### src/rtl/pipe_test_pkg.sv
// Shared definitions for the block-throttled pipe test source and checker.
// Holds the FSM state encoding, pattern mode encodings, LFSR taps and the
// default throttle, plus the single pattern-advance function both ends use.
package pipe_test_pkg;

  typedef enum logic [2:0] {
    ST_IDLE,
    ST_WAIT_RDY,
    ST_STROBE,
    ST_GAP,
    ST_WRITE,
    ST_FINISH
  } state_t;

  // Taps at bits 31, 21, 1 and 0.
  localparam logic [31:0] LFSR_TAPS        = 32'h8020_0003;
  localparam logic        MODE_LFSR        = 1'b0;
  localparam logic        MODE_COUNT       = 1'b1;
  localparam logic [31:0] THROTTLE_DEFAULT = 32'hFFFF_FFFF;

  // Counter mode wraps in the low 16 bits only; the upper half is untouched.
  function automatic logic [31:0] pattern_next(input logic [31:0] s, input logic m);
    if (m == MODE_COUNT) begin
      return {s[31:16], s[15:0] + 16'd1};
    end
    return {s[30:0], ^(s & LFSR_TAPS)};
  endfunction

endpackage

### src/rtl/btpipe_block_source_if.sv
// Block-throttled pipe-in link between a source (master) and a receiver (slave).
// Latency: wires only.
// Backpressure: ep_ready grants one whole block; there is no per-word stall.
// Signals: ep_ready (receiver can take a block), ep_blockstrobe (block
// header pulse), ep_write (data valid), ep_dataout (16-bit data word).
interface btpipe_block_source_if;
  logic        ep_ready;
  logic        ep_blockstrobe;
  logic        ep_write;
  logic [15:0] ep_dataout;

  modport master (
    input  ep_ready,
    output ep_blockstrobe,
    output ep_write,
    output ep_dataout
  );

  modport slave (
    output ep_ready,
    input  ep_blockstrobe,
    input  ep_write,
    input  ep_dataout
  );
endinterface

### src/rtl/pipe_pattern_gen.sv
// Test pattern generator: 32-bit LFSR or 16-bit wrapping counter.
// Latency: word reflects the register directly; advance/load act on the next edge.
// Backpressure: none; the caller decides when to advance.
// Ports: clk/reset, load (seed+mode capture), seed, mode, advance, word.
module pipe_pattern_gen
  import pipe_test_pkg::*;
(
  input  logic        clk,
  input  logic        reset,
  input  logic        load,
  input  logic [31:0] seed,
  input  logic        mode,
  input  logic        advance,
  output logic [15:0] word
);

  logic [31:0] pat_q;
  logic        mode_q;

  always_ff @(posedge clk or posedge reset) begin
    if (reset) begin
      pat_q  <= '0;
      mode_q <= MODE_LFSR;
    end else if (load) begin
      // An all-zero LFSR would lock up, so a zero seed becomes 1.
      pat_q  <= (mode == MODE_LFSR && seed == 32'd0) ? 32'd1 : seed;
      mode_q <= mode;
    end else if (advance) begin
      pat_q <= pattern_next(pat_q, mode_q);
    end
  end

  assign word = pat_q[15:0];

endmodule

### src/rtl/btpipe_block_source.sv
// Block-throttled pipe-in initiator generating LFSR/counter data blocks.
// Latency: start to first strobe is 2 cycles with ep_ready high; done trails FINISH by 1 cycle.
// Backpressure: ep_ready is sampled once per block in WAIT_RDY; a started block always completes.
// Ports: clk, reset, start/num_blocks/seed/mode (transfer setup),
// throttle_set/throttle_val (write-enable rotation), ep (pipe link master),
// busy, done, words_sent (status).
module btpipe_block_source
  import pipe_test_pkg::*;
#(
  parameter int BLOCK_WORDS = 256,
  parameter int STROBE_GAP  = 1
) (
  input  logic        clk,
  input  logic        reset,
  input  logic        start,
  input  logic [15:0] num_blocks,
  input  logic [31:0] seed,
  input  logic        mode,
  input  logic        throttle_set,
  input  logic [31:0] throttle_val,
  btpipe_block_source_if.master ep,
  output logic        busy,
  output logic        done,
  output logic [31:0] words_sent
);

  localparam logic [9:0] IDX_LAST = 10'(BLOCK_WORDS - 1);
  localparam logic [3:0] GAP_LAST = 4'((STROBE_GAP > 0) ? STROBE_GAP - 1 : 0);

  state_t      state_q, state_d;
  logic        busy_q, done_q;
  logic [15:0] blocks_left;
  logic [9:0]  word_idx;
  logic [3:0]  gap_cnt;
  logic [31:0] throttle_q;
  logic [31:0] words_sent_q;
  logic [15:0] dout_q;
  logic [15:0] pat_word;

  logic accept, strobe, write_en, blk_end;

  always_comb begin
    state_d  = state_q;
    accept   = 1'b0;
    strobe   = 1'b0;
    write_en = 1'b0;
    blk_end  = 1'b0;
    case (state_q)
      ST_IDLE: begin
        // busy is still high during the done cycle, so a start there is ignored.
        if (start && !busy_q) begin
          accept  = 1'b1;
          state_d = (num_blocks == 16'd0) ? ST_FINISH : ST_WAIT_RDY;
        end
      end
      ST_WAIT_RDY: begin
        if (ep.ep_ready) state_d = ST_STROBE;
      end
      ST_STROBE: begin
        strobe  = 1'b1;
        state_d = (STROBE_GAP > 0) ? ST_GAP : ST_WRITE;
      end
      ST_GAP: begin
        if (gap_cnt == GAP_LAST) state_d = ST_WRITE;
      end
      ST_WRITE: begin
        write_en = throttle_q[0];
        if (throttle_q[0] && word_idx == IDX_LAST) begin
          blk_end = 1'b1;
          state_d = (blocks_left == 16'd1) ? ST_FINISH : ST_WAIT_RDY;
        end
      end
      ST_FINISH: state_d = ST_IDLE;
      default:   state_d = ST_IDLE;
    endcase
  end

  always_ff @(posedge clk or posedge reset) begin
    if (reset) begin
      state_q      <= ST_IDLE;
      busy_q       <= 1'b0;
      done_q       <= 1'b0;
      blocks_left  <= '0;
      word_idx     <= '0;
      gap_cnt      <= '0;
      throttle_q   <= THROTTLE_DEFAULT;
      words_sent_q <= '0;
      dout_q       <= '0;
    end else begin
      state_q <= state_d;
      // busy covers the FINISH cycle and the following done cycle.
      busy_q  <= (state_d != ST_IDLE) || (state_q == ST_FINISH);
      done_q  <= (state_q == ST_FINISH);

      if (accept)       blocks_left <= num_blocks;
      else if (blk_end) blocks_left <= blocks_left - 16'd1;

      if (strobe)        word_idx <= '0;
      else if (write_en) word_idx <= word_idx + 10'd1;

      if (strobe)                 gap_cnt <= '0;
      else if (state_q == ST_GAP) gap_cnt <= gap_cnt + 4'd1;

      // A load overrides the rotation that would happen in the same cycle.
      if (throttle_set)            throttle_q <= throttle_val;
      else if (state_q == ST_WRITE) throttle_q <= {throttle_q[0], throttle_q[31:1]};

      if (accept) words_sent_q <= '0;
      else if (write_en && words_sent_q != 32'hFFFF_FFFF) words_sent_q <= words_sent_q + 32'd1;

      if (write_en) dout_q <= pat_word;
    end
  end

  pipe_pattern_gen u_pattern (
    .clk     (clk),
    .reset   (reset),
    .load    (accept),
    .seed    (seed),
    .mode    (mode),
    .advance (write_en),
    .word    (pat_word)
  );

  assign ep.ep_blockstrobe = strobe;
  assign ep.ep_write       = write_en;
  // Between writes the last written word is held on the bus.
  assign ep.ep_dataout     = write_en ? pat_word : dout_q;
  assign busy              = busy_q;
  assign done              = done_q;
  assign words_sent        = words_sent_q;

endmodule

### src/flat_wrapper.sv
// flat-port wrapper written by rule: the top's interface ports become plain ports
module btpipe_block_source_flat import pipe_test_pkg::*;
#(
  parameter int BLOCK_WORDS = 256,
  parameter int STROBE_GAP  = 1
)
  (clk, reset, start, num_blocks, seed, mode, throttle_set, throttle_val, busy, done, words_sent, ep_ep_ready, ep_ep_blockstrobe, ep_ep_write, ep_ep_dataout);
  btpipe_block_source_if ep_i ();
  input  logic clk;
  input  logic reset;
  input  logic start;
  input  logic [15:0] num_blocks;
  input  logic [31:0] seed;
  input  logic mode;
  input  logic throttle_set;
  input  logic [31:0] throttle_val;
  output logic busy;
  output logic done;
  output logic [31:0] words_sent;
  input wire logic [$bits(ep_i.ep_ready)-1:0] ep_ep_ready;
  output wire logic [$bits(ep_i.ep_blockstrobe)-1:0] ep_ep_blockstrobe;
  output wire logic [$bits(ep_i.ep_write)-1:0] ep_ep_write;
  output wire logic [$bits(ep_i.ep_dataout)-1:0] ep_ep_dataout;
  assign ep_i.ep_ready = ep_ep_ready;
  assign ep_ep_blockstrobe = ep_i.ep_blockstrobe;
  assign ep_ep_write = ep_i.ep_write;
  assign ep_ep_dataout = ep_i.ep_dataout;
  btpipe_block_source #(.BLOCK_WORDS(BLOCK_WORDS), .STROBE_GAP(STROBE_GAP)) u_core (.clk(clk), .reset(reset), .start(start), .num_blocks(num_blocks), .seed(seed), .mode(mode), .throttle_set(throttle_set), .throttle_val(throttle_val), .ep(ep_i), .busy(busy), .done(done), .words_sent(words_sent));
endmodule
### config.mk
export PLATFORM = sky130hd
export DESIGN_NAME = btpipe_block_source_flat
export DESIGN_NICKNAME = d
export VERILOG_FILES = /design/src/rtl/pipe_test_pkg.sv /design/src/rtl/btpipe_block_source_if.sv /design/src/rtl/pipe_pattern_gen.sv /design/src/rtl/btpipe_block_source.sv /design/src/flat_wrapper.sv
export SDC_FILE = /design/constraint.sdc
export NUM_CORES = 1
export LEC_CHECK = 0
export CORE_UTILIZATION = 40
export DETAILED_ROUTE_END_ITERATION = 10
export GPL_ROUTABILITY_DRIVEN = 0
export HOLD_SLACK_MARGIN = 0.12
export PLACE_DENSITY_LB_ADDON = 0.12
export SLEW_MARGIN = 15
export SYNTH_ARGS = -nofsm -noshare
export SYNTH_HDL_FRONTEND = slang
export SYNTH_HIERARCHICAL = 1
export SYNTH_SLANG_ARGS = --single-unit
export TNS_END_PERCENT = 30
### constraint.sdc
create_clock -name clk -period 3.5 [get_ports clk]
set_clock_uncertainty 0.15 [all_clocks]
set_input_delay 0.7 -clock clk [delete_from_list [all_inputs] [get_ports clk]]
set_output_delay 0.7 -clock clk [all_outputs]
set_load 0.005 [all_outputs]
# Yosys cells after proc, flatten, opt, wreduce, memory -nomap -nowiden
# Index checks and enable logic that the tools add are counted.
# totals
ff_bits,148
out_inout_bits,52
# classes
n_addsub,5
n_eq_ne,9
reduce_logical,19
bitwise_logic,1
mux,32
# ops
cell,n
$mux W32,8
$mux W16,4
$add A32 B1 Y32 const B,1
$logic_not A32 Y1,1
$ne A32 B32 Y1 const B,1
$reduce_xor A32 Y1,1
$mux W10,2
$mux W3,6
$add A16 B1 Y16 const B,1
$eq A16 B1 Y1 const B,1
$logic_not A16 Y1,1
$sub A16 B1 Y16 const B,1
$pmux W3 S5,1
$reduce_bool A2 Y1,6
$add A10 B1 Y10 const B,1
$eq A10 B8 Y1 const B,1
$mux W1,9
$mux W4,2
$eq A3 B2 Y1 const B,2
$eq A3 B3 Y1 const B,2
$add A4 B1 Y4 const B,1
$logic_and A1 B1 Y1,4
$logic_not A4 Y1,1
$eq A3 B1 Y1 const B,1
7 further kinds,7

# Logic depth before layout (Yosys ltp)
# Gate-level depths: netlist of run 1.
# logic_depth
depth_word,8
mapped_depth,11
mapped_depth_nobuf,7

# Modules after synthesis
# Netlist of run 1, hierarchy kept.
# modules_own_cells
mod,cells_per_inst,n_inst,area_each_um2,seq_area_each_um2
btpipe_block_source,608,1,5768.0,2917.8
pipe_pattern_gen,251,1,2235.9,825.8

# Worst setup path before layout of run 1
# OpenSTA, ideal clock, no wires.
# synth_path
path_type,register to register
start,reg u_core.state_q[0]
end,reg u_core.u_pattern.pat_q[10]
n_path_buf,4
arrival_time_ns,2.573
stages_incl_launch_ff,12
setup_ns,0.127
setup_slack_ns,0.650
synth_period_minus_slack_ns,2.850
cell_sequence,dfrtp_1 nor3b_1 buf_6 nand2_1 inv_1 clkbuf_1 clkbuf_1 buf_2 inv_1 o31ai_1 a21oi_1 o2bb2a_1
# synth_between
elab_chain_cells,3
elab_cells_between_ends,6
cone_classes,eq/ne (1); mux (3); reduce/logical (2)
# synth_rtl
element,line,rtl
"start, declared",btpipe_block_source.sv:30,"state_t state_q, state_d;"
"start signal, assigned",btpipe_block_source.sv:90,state_q <= state_d;
$eq A3 B3 Y1,btpipe_block_source.sv:48,case (state_q)
$mux W1,btpipe_block_source.sv:48,
via ep_ep_write,flat_wrapper.sv:22,output wire logic [$bits(ep_i.ep_write)-1:0] ep_ep_write;
$reduce_bool A2 Y1 (no source line),-,
"end signal, assigned",pipe_pattern_gen.sv:26,pat_q <= (mode == MODE_LFSR && seed == 32'd0) ? 32'd1 : seed;
"end signal, assigned",pipe_pattern_gen.sv:29,"pat_q <= pattern_next(pat_q, mode_q);"
"end, declared",pipe_pattern_gen.sv:17,logic [31:0] pat_q;
# The timed path passes the listed nets, and every way through them passes these cells.
# A chain may end at the register's enable or synchronous reset.

# Worst setup path after layout of run 1
# layout_path
start,reg u_core.state_q[2]
end,out ep_ep_dataout[15]
# layout_between
elab_chain_cells,3
# layout_rtl
element,line,rtl
$eq A3 B3 Y1,btpipe_block_source.sv:48,
$mux W1,btpipe_block_source.sv:48,
$mux W16,btpipe_block_source.sv:128,assign ep.ep_dataout = write_en ? pat_word : dout_q;
"end, declared",flat_wrapper.sv:23,output wire logic [$bits(ep_i.ep_dataout)-1:0] ep_ep_dataout;
# No other way between the ends.

==> results of run 1 <==
[final cells by class]
type | count | share of cell area (%)
multi-input cells | 631 | 38.1
flip-flops and latches | 148 | 36.9
repair buffers | 152 | 14.9
clock buffers | 21 | 5.07
well taps | 265 | 3.27
clock inverters | 11 | 1.06
inverters | 17 | 0.666
[sequential cells by signal, summed over array words and instances (netlist names)]
name                     cells
u_core/u_pattern/pat_q      32
u_core/state_q               3
u_core/busy                  1
u_core/u_pattern/mode_q      1
u_core/done                  1
u_core/words_sent           32
u_core/gap_cnt               4
u_core/blocks_left          16
u_core/dout_q               16
u_core/throttle_q           32
u_core/word_idx             10
[synthesized netlist by cell type, drive strengths merged (2+ instances only)]
cell type	n	area, um^2
mux2i	53	531
o22ai	4	25.0
and4	14	128
nand3	25	125
o21ai	77	385
o211ai	6	45.0
dfstp	32	841
and3	12	81.3
dfrtp	116	2900
nor4	14	93.8
clkinv	3	11.3
buf	33	228
nor3	11	55.1
nand2	155	589
ha	7	87.6
nor2	33	124
o311ai	4	35.0
and2	10	65.1
or3	14	100
o31ai	24	180
or4	23	173
inv	14	52.6
and4b	3	31.3
a211oi	6	45.0
clkbuf	29	119
a22oi	2	15.0
nand2b	12	75.1
a21oi	44	220
xnor2	3	26.3
a31oi	7	58.8
nand4	18	113
xor2	14	123
a311oi	2	17.5
o311a	2	20.0
o31a	2	18.8
nor2b	8	50.1
a22o	2	17.5
[final timing paths]
path,from,to
worst max-delay path,u_core/state_q[2],ep_ep_dataout[15]
min in group asynchronous,reset,u_core/u_pattern/pat_q[26]
worst min register to register,u_core/dout_q[5],u_core/dout_q[5]
max in group asynchronous,reset,u_core/throttle_q[20]
worst min-delay path,u_core/dout_q[5],u_core/dout_q[5]
worst max register to register,u_core/blocks_left[2],u_core/blocks_left[13]
[routing by layer]
metal	up-vias	wire, um
li1	3346	-
met1	3275	9360
met2	162	9100
met3	18	965
met4	0	193
met5	-	0
[critical path, cell delays in order, from the launching register on]
cell and delay (ns):
dfrtp_1 0.45, nor3b_4 0.21, nand2_2 0.09, buf_4 0.45, nand2_1 0.13, nand2_1 0.10, clkdlybuf4s50_1 0.50
[report_power, final]
part	switching, mW	total, mW	internal [mW]
Sequential	0.465	2.71	2.24
Combinational	1.06	2.05	0.992
Clock	0.760	1.90	1.14
[cell families after synthesis]
family	share of synthesized area (%)
simple gates	23.2
mux	6.82
fa+ha+maj	1.09
buf+inv	5.24
xor+xnor	1.86
compound gates	15.0
flops	46.8
[per-stage QoR]
step | instances | instance area (um^2) | hold slack (ns)
6_report | 1245 | 10100 | 0.317
5_1_grt | 1245 | 10100 | 0.350
4_1_cts | 1245 | 10100 | 0.323
3_5_place_dp | 1213 | 9520 | 0.308
3_3_place_gp | 1213 | 9520 | 0.305
2_1_floorplan | 859 | 8010 | 0.298
[timing repair]
action                     in CTS  in global routing
hold buffers                    0                  0
setup endpoints to repair       0                 16
resized for setup               0                  1
==> reports/qor.txt, run 1 <==
Status - complete, no violations
Hold crit path type - register to register
Skew-Pair Late Insertion Delay - 0.43 ns
FMAX - 0.310 GHz
Worst EP arrival - 2.38 ns
Setup TNS - 0 ns
DRT iter0 DRCs - 488
Overflow after GRT - 0
Vias per inst - 5.46
Vias - 6801
Initial antenna violation count - 0
Required time of the critical path - 2.65 ns
R2R depth - 5
Crit share post-route - 92.3%
GR Layer Usage met1 - 27.4%
Most used routing layer - met2
Ys flop type - dfrtp_1
Slew @ Worst Pin - 0.908 ns
Max_slew headroom - 39.5%
Area delta synth->final - 26.7%
Crit-path max FO - 54
Pwr Total - 6.66 mW
Root Driver - clkbuf_16
Unrepaired setup endpoints after global routing - no
Vias in the first global route - 6183
Flops & latches, synth - 148
Register area - 3740 um^2
Initial core utilization - 41.0%
WS Path Type - register to output port
Number of hold violations in the final report - 0
FP Rows - 51
Max Cap Violations - 0
Leakage Power - 4.12 nW
Peak VDD IR - 268 uV
Final Critical Period - 3.23 ns
CTS tree - built
Clock Path Buffers - 2
Pwr/cell area - 656 nW/um^2
Reg clk slew, reported paths - 0.06 ns
Slew Limit Fails - 0
# DRC - 0
NumNets Final - 1060
Sequential area share after synthesis - 46.8%
Hold Path Depth - 2
GRT Util Overall - 19.6%
Die W - 143 um
Commonest non-fill, non-tap cell in the layout - nand2_1
CTS Buf Count - 17
Final HPWL DP - 13.4 mm
M3 GR Usage - 3.87%
H-tree depth - 4
Global-route wire length before repair - 31.7 mm
Post-synthesis cell count - 859
Final WL - 19.6 mm
Die height - 143 um
Io pins - 138
Distinct cells, synth - 75
Number of synthesized flops with an enable pin - 0
Die ar. - 20600 um^2
Synthesized area - 8000 um^2
Element type at the critical path start - register
PortBufs - 137
Setup crit end kind - output port
Met2 Resource Use GR - 30.6%
Core area - 19500 um^2
# diodes - 0
Remaining antenna violation count - 0
Internal reg-to-reg setup slack - 0.82 ns
Layout filler cell count - 1836
Final setup violating endpoints - 0
Syn Nets - 952
Postcts setup bufs - 0
Multi-input gate area - 3860 um^2
Largest net degree at the start of global routing - 97
WL/cell - 15.8 um
Avg Inst Size Synth - 9.32 um^2
Share of post-route cells with drive strength above 1 - 10.8%
Clock sinks - 148
Ys async rst share - 100%
Final Core Density - 52.0%
Placement Setup Slack - 0.562 ns
Pre-Repair DR Iteration Count - 6
Worst setup margin - 0.270 ns
Most frequent cells in the layout - 153 x nand2_1, 136 x clkdlybuf4s50_1, 116 x dfrtp_1, 77 x o21ai_0, 53 x mux2i_1
Synth Warn # - 6
Power figures use the tool's default switching activity.
==> run 2, diff against run 1 <==
- ABC_CLOCK_PERIOD_IN_PS: not set -> 3500
==> results of run 2 <==
Same layout as run 1: the final DEF is identical, and so are final timing and power.
==> run 3, diff against run 2 <==
- CORE_ASPECT_RATIO: not set -> 1.5
==> reports/qor.txt, run 3 (synthesized netlist as in run 1, its figures left out) <==
Status - complete, no violations (unchanged)
CTS Hold Buffers Added - 0 (unchanged)
Share of post-route cells with drive strength above 1 - 11.0% (was 10.8%)
Most frequent cells in the layout - 153 x nand2_1, 136 x clkdlybuf4s50_1, 116 x dfrtp_1, 77 x o21ai_0, 53 x mux2i_1 (unchanged)
Element type at the critical path start - register (unchanged)
Setup TNS - 0 ns (unchanged)
Initial antenna violation count - 0 (unchanged)
Crit share post-route - 93.6% (was 92.3%)
Comb pwr share - 31.4% (was 30.8%)
CTS tree - built (unchanged)
Internal reg-to-reg setup slack - 0.81 ns (was 0.82 ns)
NumNets Final - 1063 (was 1060)
Die ar. - 20600 um^2 (about the same)
WL/cell - 16.3 um (was 15.8 um)
Design Area, Final - 10100 um^2 (about the same)
Fin Hold WS - 0.322 ns (was 0.317 ns)
DRT iter0 DRCs - 362 (was 488)
PortBufs - 137 (unchanged)
Crit-path slowest cell - clkdlybuf4s50_1 (unchanged)
Remaining antenna violation count - 0 (unchanged)
Die W - 118 um (was 143 um)
Final Critical Period - 3.28 ns (was 3.23 ns)
FP Rows - 63 (was 51)
Slew Limit Fails - 0 (unchanged)
# diodes - 0 (unchanged)
CTS resizes - 0 (unchanged)
Peak VDD IR - 369 uV (was 268 uV)
Clock sinks - 148 (unchanged)
Final setup violating endpoints - 0 (unchanged)
Crit-path max FO - 34 (was 54)
Vias - 6827 (was 6801)
Pwr/cell area - 642 nW/um^2 (was 656 nW/um^2)
Slew @ Worst Pin - 0.950 ns (was 0.908 ns)
Reg clk slew, reported paths - 0.06 ns (about the same)
Clock Path Buffers - 2 (unchanged)
Crit-path cells - nor3b_2 -> nand2_2 -> inv_1 -> buf_6 -> nand2_1 -> nand2_1 -> clkdlybuf4s50_1 (was nor3b_4 -> nand2_2 -> buf_4 -> nand2_1 -> nand2_1 -> clkdlybuf4s50_1)
Commonest non-fill, non-tap cell in the layout - nand2_1 (unchanged)
Hold crit path type - register to register (unchanged)
Unrepaired setup endpoints after global routing - no (unchanged)
Psw - 2.23 mW (was 2.29 mW)
Vias per inst - 5.49 (was 5.46)
Area after DPL - 9530 um^2 (was 9520 um^2)
Area delta synth->final - 26.2% (was 26.7%)
Postcts setup bufs - 0 (unchanged)
CP peak stage delay - 0.50 ns (about the same)
CP top delay family - buffers and inverters (unchanged)
# DRC - 0 (unchanged)
Max Cap Violations - 0 (unchanged)
Multi-input gate area - 3860 um^2 (about the same)
Io pins - 138 (unchanged)
FMAX - 0.305 GHz (was 0.310 GHz)
CTS Buf Count - 17 (unchanged)
Final Core Density - 51.3% (was 52.0%)
Global-route wire length before repair - 33.3 mm (was 31.7 mm)
P_int - 4.25 mW (was 4.37 mW)
Max_slew headroom - 36.7% (was 39.5%)
Root Driver - clkbuf_16 (unchanged)
Vias in the first global route - 6641 (was 6183)
Clock power share - 26.8% (was 28.5%)
Leakage Power - 4.10 nW (was 4.12 nW)
Register area - 3740 um^2 (unchanged)
Setup crit end kind - output port (unchanged)
H-tree depth - 4 (unchanged)
Largest net degree at the start of global routing - 65 (was 97)
Core area - 19700 um^2 (was 19500 um^2)
GRT Util Overall - 20.2% (was 19.6%)
Final WL - 20.3 mm (was 19.6 mm)
Skew-Pair Late Insertion Delay - 0.43 ns (about the same)
Worst EP arrival - 2.43 ns (was 2.38 ns)
Sequential share of power - 41.8% (was 40.7%)
Pre-Repair DR Iteration Count - 5 (was 6)
Initial core utilization - 40.6% (was 41.0%)
Final HPWL DP - 14.3 mm (was 13.4 mm)
CP bufs+invs - 3 (was 2)
Number of hold violations in the final report - 0 (unchanged)
WS Path Type - register to output port (unchanged)
Required time of the critical path - 2.65 ns (about the same)
Overflow after GRT - 0 (unchanged)
Die height - 175 um (was 143 um)
Cell repeated most along the worst path - nand2_1 (unchanged)
Sw frac - 34.5% (was 34.3%)
Layout filler cell count - 1871 (was 1836)
Pwr Total - 6.48 mW (was 6.66 mW)
-- run 3: changes by cell type in the layout (fill, tap and decap cells not counted), moves of 2 or more --
cell	delta
clkinv_2	+4
clkbuf_16	-3
inv_4	-3
inv_6	-3
buf_4	+2
clkinv_4	+2
-- run 3: path summary, 6_finish.rpt --
check,depth (start not counted),endpoint,from
worst max-delay path,7,ep_ep_dataout[4],u_core/state_q[0]
worst min-delay path,2,u_core/dout_q[15],u_core/dout_q[15]
worst max register to register,7,u_core/blocks_left[14],u_core/state_q[0]
worst min register to register,2,u_core/dout_q[15],u_core/dout_q[15]
max in group asynchronous,3,u_core/throttle_q[14],reset
min in group asynchronous,3,u_core/u_pattern/pat_q[22],reset
-- run 3: power groups by stage --
stage / Combinational (mW) / Sequential (mW) / Clock [mW]
floorplan: 1.54 / 2.56 / 0
global placement: 2.02 / 2.73 / 0
detailed placement: 2.05 / 2.73 / 0
CTS: 2.06 / 2.71 / 1.79
global route: 2.29 / 2.79 / 1.85
finish: 2.04 / 2.71 / 1.74
-- run 3: final cells by class --
class	instances	area share, %
Multi-Input combinational cell	631	38.2
Sequential cell	148	37.1
Timing Repair Buffer	155	15.3
Clock buffer	20	4.52
Tap cell	260	3.22
Clock inverter	12	1.07
Inverter	17	0.669
-- run 3: metal layers --
layer	GRT usage [%]	share of wire [%]
met5	0	0
met4	8.65	2.4
met3	4.67	4.4
met2	35.4	52
met1	23.6	41
-- run 3: per-stage QoR --
stage | instances | setup WS, ns
after global placement | 1211 | 0.607
after detailed placement | 1211 | 0.595
final | 1243 | 0.223
after global routing | 1243 | 0.0156
after floorplan | 859 | 0.650
after CTS | 1243 | 0.120
-- run 3: worst min-delay path, delay by kind of cell (launching register included) --
kind             cells  cell delay (ns)
and+or+nand+nor      2             0.11
DFF                  1             0.32
